[src/rtl/cpu_types_pkg.sv]
// cpu_types_pkg
// Shared CPU types: machine word and opcode widths, the memory opcodes the
// MEM stage decodes (LW/SW/LL/SC), the memory-control encodings carried on
// Mem_i, and the MEM-stage controller state encoding.
package cpu_types_pkg;

    typedef logic [31:0] word_t;
    typedef logic [5:0]  opcode_t;

    // Word-granular address used by the LL/SC link (byte offset dropped)
    typedef logic [29:0] word_addr_t;

    localparam opcode_t LW = 6'b100011;
    localparam opcode_t SW = 6'b101011;
    localparam opcode_t LL = 6'b110000;
    localparam opcode_t SC = 6'b111000;

    localparam logic [1:0] MEM_READ  = 2'b01;
    localparam logic [1:0] MEM_WRITE = 2'b10;

    typedef enum logic [2:0] {
        IDLE,
        ACCESS,
        HOLD,
        FLUSH,
        HALTED
    } mem_state_t;

    // Strip the byte offset so link and snoop addresses compare per word
    function automatic word_addr_t word_addr(input word_t byte_addr);
        return byte_addr[31:2];
    endfunction

endpackage

[src/rtl/mem_stage_link_reg.sv]
// link_reg
// LL/SC link register: one valid bit plus the linked word address.
// Ports:
//   CLK, RST      clock and synchronous active-high reset
//   ll_set        an LL completed this cycle; link to req_addr
//   store_hit     an SW/SC write completed this cycle at req_addr
//   req_addr      word address of the instruction in the MEM stage
//   snoop_valid   coherence invalidate is present this cycle
//   snoop_addr    word address being invalidated
//   link_hit      link is valid and matches req_addr (SC may proceed)
//   snoop_kill    this cycle's snoop hits the live link
module link_reg
    import cpu_types_pkg::*;
(
    input  logic       CLK,
    input  logic       RST,
    input  logic       ll_set,
    input  logic       store_hit,
    input  word_addr_t req_addr,
    input  logic       snoop_valid,
    input  word_addr_t snoop_addr,
    output logic       link_hit,
    output logic       snoop_kill
);

    logic       link_valid;
    word_addr_t link_addr;

    assign link_hit   = link_valid && (link_addr == req_addr);
    assign snoop_kill = snoop_valid && link_valid && (snoop_addr == link_addr);

    // A new LL takes priority over any clear in the same cycle, so an LL that
    // races a matching snoop still leaves a live link. A completed store only
    // breaks the link when it lands on the linked word.
    always_ff @(posedge CLK) begin
        if (RST) begin
            link_valid <= 1'b0;
            link_addr  <= '0;
        end else if (ll_set) begin
            link_valid <= 1'b1;
            link_addr  <= req_addr;
        end else if (snoop_kill || (store_hit && link_hit)) begin
            link_valid <= 1'b0;
        end
    end

endmodule

[src/rtl/mem_stage.sv]
// mem_stage
// Memory-access stage controller between EX/MEM and MEM/WB. Issues one dcache
// request per load/store, stalls the upstream pipeline until the cache hits,
// holds the result until MEM/WB captures it, tracks the LL/SC link and runs
// the halt-time dcache flush.
// Ports:
//   CLK, RST          clock and synchronous active-high reset
//   advance_i         MEM/WB captures at this edge
//   opcode_i, Mem_i   instruction opcode and memory control from EX/MEM
//   alu_out_i, rt_i   byte address and store data
//   halt_i            halt instruction present in the stage
//   dhit_i            dcache completed the request (dmemload_i valid)
//   ccinv_i           coherence invalidate snoop at ccsnoopaddr_i
//   dflushed_i        dcache flush complete
//   dREN_o, dWEN_o    dcache read/write request
//   daddr_o, dstore_o request address and write data
//   dflush_o          flush request
//   dload_o           load data or SC status toward MEM/WB
//   mem_stall_o       freeze PC, IF/ID, ID/EX and EX/MEM
//   halted_o          flush done, core halted
module mem_stage
    import cpu_types_pkg::*;
(
    input  logic       CLK,
    input  logic       RST,
    input  logic       advance_i,
    input  opcode_t    opcode_i,
    input  logic [1:0] Mem_i,
    input  word_t      alu_out_i,
    input  word_t      rt_i,
    input  logic       halt_i,
    input  logic       dhit_i,
    input  word_t      dmemload_i,
    input  logic       ccinv_i,
    input  word_t      ccsnoopaddr_i,
    input  logic       dflushed_i,
    output logic       dREN_o,
    output logic       dWEN_o,
    output word_t      daddr_o,
    output word_t      dstore_o,
    output logic       dflush_o,
    output word_t      dload_o,
    output logic       mem_stall_o,
    output logic       halted_o
);

    mem_state_t state, next_state;

    word_t dload_q;
    word_t dload_next;
    logic  dload_en;

    logic is_read;
    logic is_write;
    logic mem_op_valid;
    logic is_ll;
    logic is_sc;
    logic is_sw;
    logic access_hit;
    logic ll_set;
    logic store_hit;
    logic link_hit;
    logic snoop_kill;
    logic unused_snoop_offset;

    assign is_read      = (Mem_i == MEM_READ);
    assign is_write     = (Mem_i == MEM_WRITE);
    assign mem_op_valid = is_read || is_write;
    assign is_ll        = (opcode_i == LL);
    assign is_sc        = (opcode_i == SC);
    assign is_sw        = (opcode_i == SW);

    assign access_hit = (state == ACCESS) && dhit_i;
    assign ll_set     = access_hit && is_read && is_ll;
    assign store_hit  = access_hit && is_write && (is_sw || is_sc);

    // EX/MEM is frozen while stalled, so these pass straight through stably
    assign daddr_o  = alu_out_i;
    assign dstore_o = rt_i;
    assign dload_o  = dload_q;

    // Snoops are word-granular; the byte offset never matters
    assign unused_snoop_offset = ^ccsnoopaddr_i[1:0];

    link_reg u_link_reg (
        .CLK         (CLK),
        .RST         (RST),
        .ll_set      (ll_set),
        .store_hit   (store_hit),
        .req_addr    (word_addr(alu_out_i)),
        .snoop_valid (ccinv_i),
        .snoop_addr  (word_addr(ccsnoopaddr_i)),
        .link_hit    (link_hit),
        .snoop_kill  (snoop_kill)
    );

    // State and result registers. dload only changes on a capture so the
    // value stays stable in HOLD until MEM/WB takes it.
    always_ff @(posedge CLK) begin
        if (RST) begin
            state   <= IDLE;
            dload_q <= '0;
        end else begin
            state <= next_state;
            if (dload_en) begin
                dload_q <= dload_next;
            end
        end
    end

    // Next-state and Moore request outputs. A failing SC is resolved from
    // IDLE without ever touching the cache. An SC whose link is killed by a
    // snoop while waiting on the cache bails out to HOLD immediately so the
    // write request is gone the following cycle; a hit in the same cycle
    // means the cache already took the write, so the hit wins.
    always_comb begin
        next_state  = state;
        dload_en    = 1'b0;
        dload_next  = dload_q;
        dREN_o      = 1'b0;
        dWEN_o      = 1'b0;
        dflush_o    = 1'b0;
        mem_stall_o = 1'b0;
        halted_o    = 1'b0;

        case (state)
            IDLE: begin
                if (halt_i) begin
                    mem_stall_o = 1'b1;
                    next_state  = FLUSH;
                end else if (mem_op_valid) begin
                    mem_stall_o = 1'b1;
                    if (is_sc && !link_hit) begin
                        next_state = HOLD;
                        dload_en   = 1'b1;
                        dload_next = '0;
                    end else begin
                        next_state = ACCESS;
                    end
                end
            end

            ACCESS: begin
                mem_stall_o = 1'b1;
                dREN_o      = is_read;
                dWEN_o      = is_write;
                if (dhit_i) begin
                    next_state = HOLD;
                    if (is_read) begin
                        dload_en   = 1'b1;
                        dload_next = dmemload_i;
                    end else if (is_sc) begin
                        dload_en   = 1'b1;
                        dload_next = 32'd1;
                    end
                end else if (is_sc && (!link_hit || snoop_kill)) begin
                    next_state = HOLD;
                    dload_en   = 1'b1;
                    dload_next = '0;
                end
            end

            HOLD: begin
                if (advance_i) begin
                    next_state = IDLE;
                end
            end

            FLUSH: begin
                mem_stall_o = 1'b1;
                dflush_o    = 1'b1;
                if (dflushed_i) begin
                    next_state = HALTED;
                end
            end

            HALTED: begin
                mem_stall_o = 1'b1;
                halted_o    = 1'b1;
            end

            default: begin
                next_state = IDLE;
            end
        endcase
    end

endmodule

[config.mk]
export PLATFORM = sky130hd
export DESIGN_NAME = mem_stage
export DESIGN_NICKNAME = d
export VERILOG_FILES = /design/src/rtl/cpu_types_pkg.sv /design/src/rtl/mem_stage_link_reg.sv /design/src/rtl/mem_stage.sv
export SDC_FILE = /design/constraint.sdc
export NUM_CORES = 1
export LEC_CHECK = 0
export CAP_MARGIN = 10
export CORE_MARGIN = 2
export CORE_UTILIZATION = 39
export CTS_CLUSTER_SIZE = 20
export DETAILED_ROUTE_END_ITERATION = 16
export PLACE_DENSITY_LB_ADDON = 0.1
export SYNTH_ARGS = -nofsm -noshare
export SYNTH_HDL_FRONTEND = slang
export SYNTH_SLANG_ARGS = --single-unit
[constraint.sdc]
create_clock -name CLK -period 5.1 [get_ports CLK]
set_clock_uncertainty 0.1 [all_clocks]
set_input_delay 1.02 -clock CLK [delete_from_list [all_inputs] [get_ports CLK]]
set_output_delay 1.02 -clock CLK [all_outputs]
set_load 0.01 [all_outputs]
==> flow_summary.json <==
{
  "mean_instance_size_in_the_synthesized_netlist_um2": 8.69,
  "seq_area_frac_synth_pct": 35.5,
  "grt.total_usage_pct": 19.5,
  "postLayoutCoreUtil_pct": 57.6,
  "synth_top_cells_by_area": "sky130_fd_sc_hd__dfxtp_1 (36%), sky130_fd_sc_hd__buf_4 (13%), sky130_fd_sc_hd__a22o_1 (7.1%)",
  "worstHoldPathType": "flop to flop",
  "clock_tree_from_tritoncts": "built",
  "cts_hold_buffers": 0,
  "r2r-end": "dload_o[12]$_SDFFE_PP0P_",
  "vdd_drop_max_uv": 238,
  "clock_power_share_pct": 39.5,
  "criticalPathCategory": "input port to output pin",
  "rr_startpoint": "u_link_reg.link_addr[22]$_SDFFE_PP0P_",
  "synth_compound_area_share_pct": 15.1,
  "critical_path.endpoint_type": "output pin",
  "ys_dominant_reg_cell": "sky130_fd_sc_hd__dfxtp_1",
  "synth_seq_cells": 66,
  "share_seq_of_total_power_pct": 39.6,
  "layout.nets": 679,
  "antenna_found_initial": 0,
  "grt_pass1_wl_um": 15600,
  "gp_congestion": 0.845,
  "setup_viol": 0,
  "routed_length_on_met1_um": 4670,
  "via_count_of_the_first_global_routing_pass": 3097,
  "reg2regPathDepth": 8,
  "unrepaired_setup_endpoints_after_global_routing": "false",
  "hold_ws_ns": 0.376,
  "netlist.area_leader.share_pct": 35.5,
  "power.static_leakage_nw": 1.93,
  "post_synth_inst_count": 428,
  "ant_nets": 0,
  "avgRoutedWirePerCell_um": 15.7,
  "number_of_cts_inserted_buffers": 9,
  "grt.overflow.total": 0,
  "worstSetupStartpointType": "input port",
  "routed_wirelength_um": 10500,
  "drv_slew": 0,
  "clkLatencyLatePin_ns": 0.34,
  "p_comb_share_pct": 20.9,
  "drc_errors": 0,
  "hp-start": "dload_o[0]$_SDFFE_PP0P_",
  "cp_data_required_time_ns": 3.98,
  "drive_gt1_share_pct": 6.31,
  "async_flop_share_pct": 0,
  "power_switching_share_pct": 25.8,
  "maximum_number_of_pins_on_one_net_before_global_route_repair": 41,
  "post_cts.resized_instances": 0,
  "floorplan.initialDensity_pct": 40.3,
  "reg2reg_slack_ns": 2.28,
  "max_freq_mhz": 256,
  "hold_depth": 2,
  "hpwlAfterDp_um": 7930,
  "clkSlewWorstSetupHoldPaths_ns": 0.07,
  "synth_adder_area_share_pct": 0.672,
  "syn_nets": 573,
  "run_status": "finished, final reports clean",
  "synthMuxAreaShare_pct": 0.269,
  "initialDrtViolationCount": 135,
  "path_max_fanout": 3,
  "number_of_max_capacitance_violations_reported": 0,
  "die_y_um": 102,
  "boundaryPins": 244,
  "commonest_cells_after_routing_fill_and_taps_aside": "sky130_fd_sc_hd__clkdlybuf4s50_1 (173), sky130_fd_sc_hd__nand2_1 (66), sky130_fd_sc_hd__dfxtp_1 (66), sky130_fd_sc_hd__a21oi_1 (33)",
  "areaGrowthSynthToFinish_pct": 43.0,
  "setup_total_negative_slack_ns": 0,
  "distinct_cells_synth": 44,
  "n_fill_cell": 853,
  "clock_sink_count": 66,
  "post-cts-setup-buffer-count": 0,
  "power.density_nw_per_um2": 262,
  "setup_ws_ns": 1.19,
  "met2_length_um": 4930,
  "yosys.area_share.simple_pct": 17.7,
  "whs_endpoint": "dload_o[0]$_SDFFE_PP0P_",
  "count_of_non_filler_cells_in_the_finished_layout": 668,
  "dr_wl_met3_um": 721,
  "final.min_clock_period_ns": 3.91,
  "synth_xor_area_share_pct": 14.1,
  "clk_path_buf_depth": 2,
  "synthesis.area_um2": 3720,
  "critical_path_arrival_ns": 2.79,
  "slew-limit-headroom_pct": 23.3,
  "fp.dieArea_um2": 10300,
  "worst_pin_slew_ns": 1.15,
  "num_vias": 3295,
  "detail_route.first_pass.iterations": 4,
  "min_period_over_period_pct": 76.7,
  "core-area_um2": 9240,
  "pint_mw": 1.03,
  "synth.largest_area_cell": "sky130_fd_sc_hd__dfxtp_1",
  "cts_root_buf": "sky130_fd_sc_hd__clkbuf_8",
  "net-switching-power_uw": 360,
  "chipWidth_um": 102,
  "numPlacedInstances": 651,
  "top_signal_layer_used": "met4",
  "final_common_cell": "sky130_fd_sc_hd__clkdlybuf4s50_1",
  "viasPerCell": 4.93,
  "io_buffers": 173,
  "main_combinational_cell_family_by_area_after_synthesis": "simple AND/OR/NAND/NOR gates",
  "antenna_cells": 0,
  "cts.htree.levels": 3,
  "place_worst_setup_slack_ns": 1.09,
  "final_hold_viol_count": 0,
  "yosys_warnings": 0,
  "synth-edff-count": 0,
  "fp-row-count": 35
}
[state kept, by name, indices dropped and copies added (netlist names)]
| signal | flops |
|---|---|
| u_link_reg.link_addr | 30 |
| state | 3 |
| u_link_reg.link_valid | 1 |
| dload_o | 32 |
[power groups by stage]
| stage | combinational [mW] | clock (mW) | sequential [mW] |
|---|---|---|---|
| after floorplan | 0.165 | 0 | 0.559 |
| after global placement | 0.289 | 0 | 0.563 |
| after detailed placement | 0.289 | 0 | 0.564 |
| after CTS | 0.293 | 0.567 | 0.551 |
| after global routing | 0.315 | 0.590 | 0.554 |
| final | 0.291 | 0.551 | 0.552 |
[layer usage]
| metal | vias up | track usage [%] |
|---|---|---|
| met2 | 114 | 31.4 |
| met3 | 23 | 5.45 |
| met5 | - | 0 |
| met4 | 0 | 5.20 |
| met1 | 1528 | 25.8 |
| li1 | 1630 | - |
[worst max-delay path by stage]
stage	startpoint	endpoint	slack, ns
2_1_floorplan	alu_out_i[25]	dload_o[10]$_SDFFE_PP0P_	2.09
3_3_place_gp	alu_out_i[25]	dload_o[12]$_SDFFE_PP0P_	1.13
3_5_place_dp	alu_out_i[25]	dload_o[17]$_SDFFE_PP0P_	1.09
4_1_cts	Mem_i[0]	mem_stall_o	1.17
5_1_grt	Mem_i[0]	mem_stall_o	1.10
6_report	Mem_i[0]	mem_stall_o	1.19
[area by class of cell]
cell class	instances	area (um^2)	share of cell area, %
multi-input cells	272	1790	33.6
repair buffers	177	1770	33.3
clock inverters	7	125	2.35
inverters	8	30.0	0.564
clock buffers	9	124	2.33
flip-flops and latches	66	1320	24.8
well taps	129	161	3.03
[cell usage after synthesis, types with 3 or more instances]
cell type                       number
sky130_fd_sc_hd__nand4_1            17
sky130_fd_sc_hd__nand2_1            66
sky130_fd_sc_hd__nand3_1             3
sky130_fd_sc_hd__inv_1               6
sky130_fd_sc_hd__nor3_1              3
sky130_fd_sc_hd__nor4_1             10
sky130_fd_sc_hd__dlygate4sd3_1       3
sky130_fd_sc_hd__buf_4              64
sky130_fd_sc_hd__a21oi_1            33
sky130_fd_sc_hd__a22o_1             30
sky130_fd_sc_hd__buf_6               3
sky130_fd_sc_hd__dfxtp_1            66
sky130_fd_sc_hd__o21ai_0             4
sky130_fd_sc_hd__xor2_1             30
sky130_fd_sc_hd__nand2b_1            4
sky130_fd_sc_hd__clkbuf_1           12
sky130_fd_sc_hd__xnor2_1            30
sky130_fd_sc_hd__nor2_1              7
[critical path: stages]
cell,delay [ns]
sky130_fd_sc_hd__clkdlybuf4s50_1,0.48
sky130_fd_sc_hd__inv_1,0.05
sky130_fd_sc_hd__ha_1,0.31
sky130_fd_sc_hd__nor3b_1,0.15
sky130_fd_sc_hd__o31ai_1,0.20
sky130_fd_sc_hd__clkdlybuf4s50_1,0.58
[cell families (layout without fill, tap and decap cells)]
logic type | Yosys count | after routing
simple gates | 129 | 129
buf+inv | 90 | 201
compound gates | 80 | 80
flops | 66 | 66
xor+xnor | 60 | 60
fa+ha+maj | 2 | 2
mux | 1 | 1
[through the flow]
step	power (mW)	area, um^2
finish	1.39	5320
global placement	0.852	5060
global route	1.46	5320
detailed placement	0.853	5060
CTS	1.41	5310
floorplan	0.724	3720
Power figures use the tool's default switching activity.
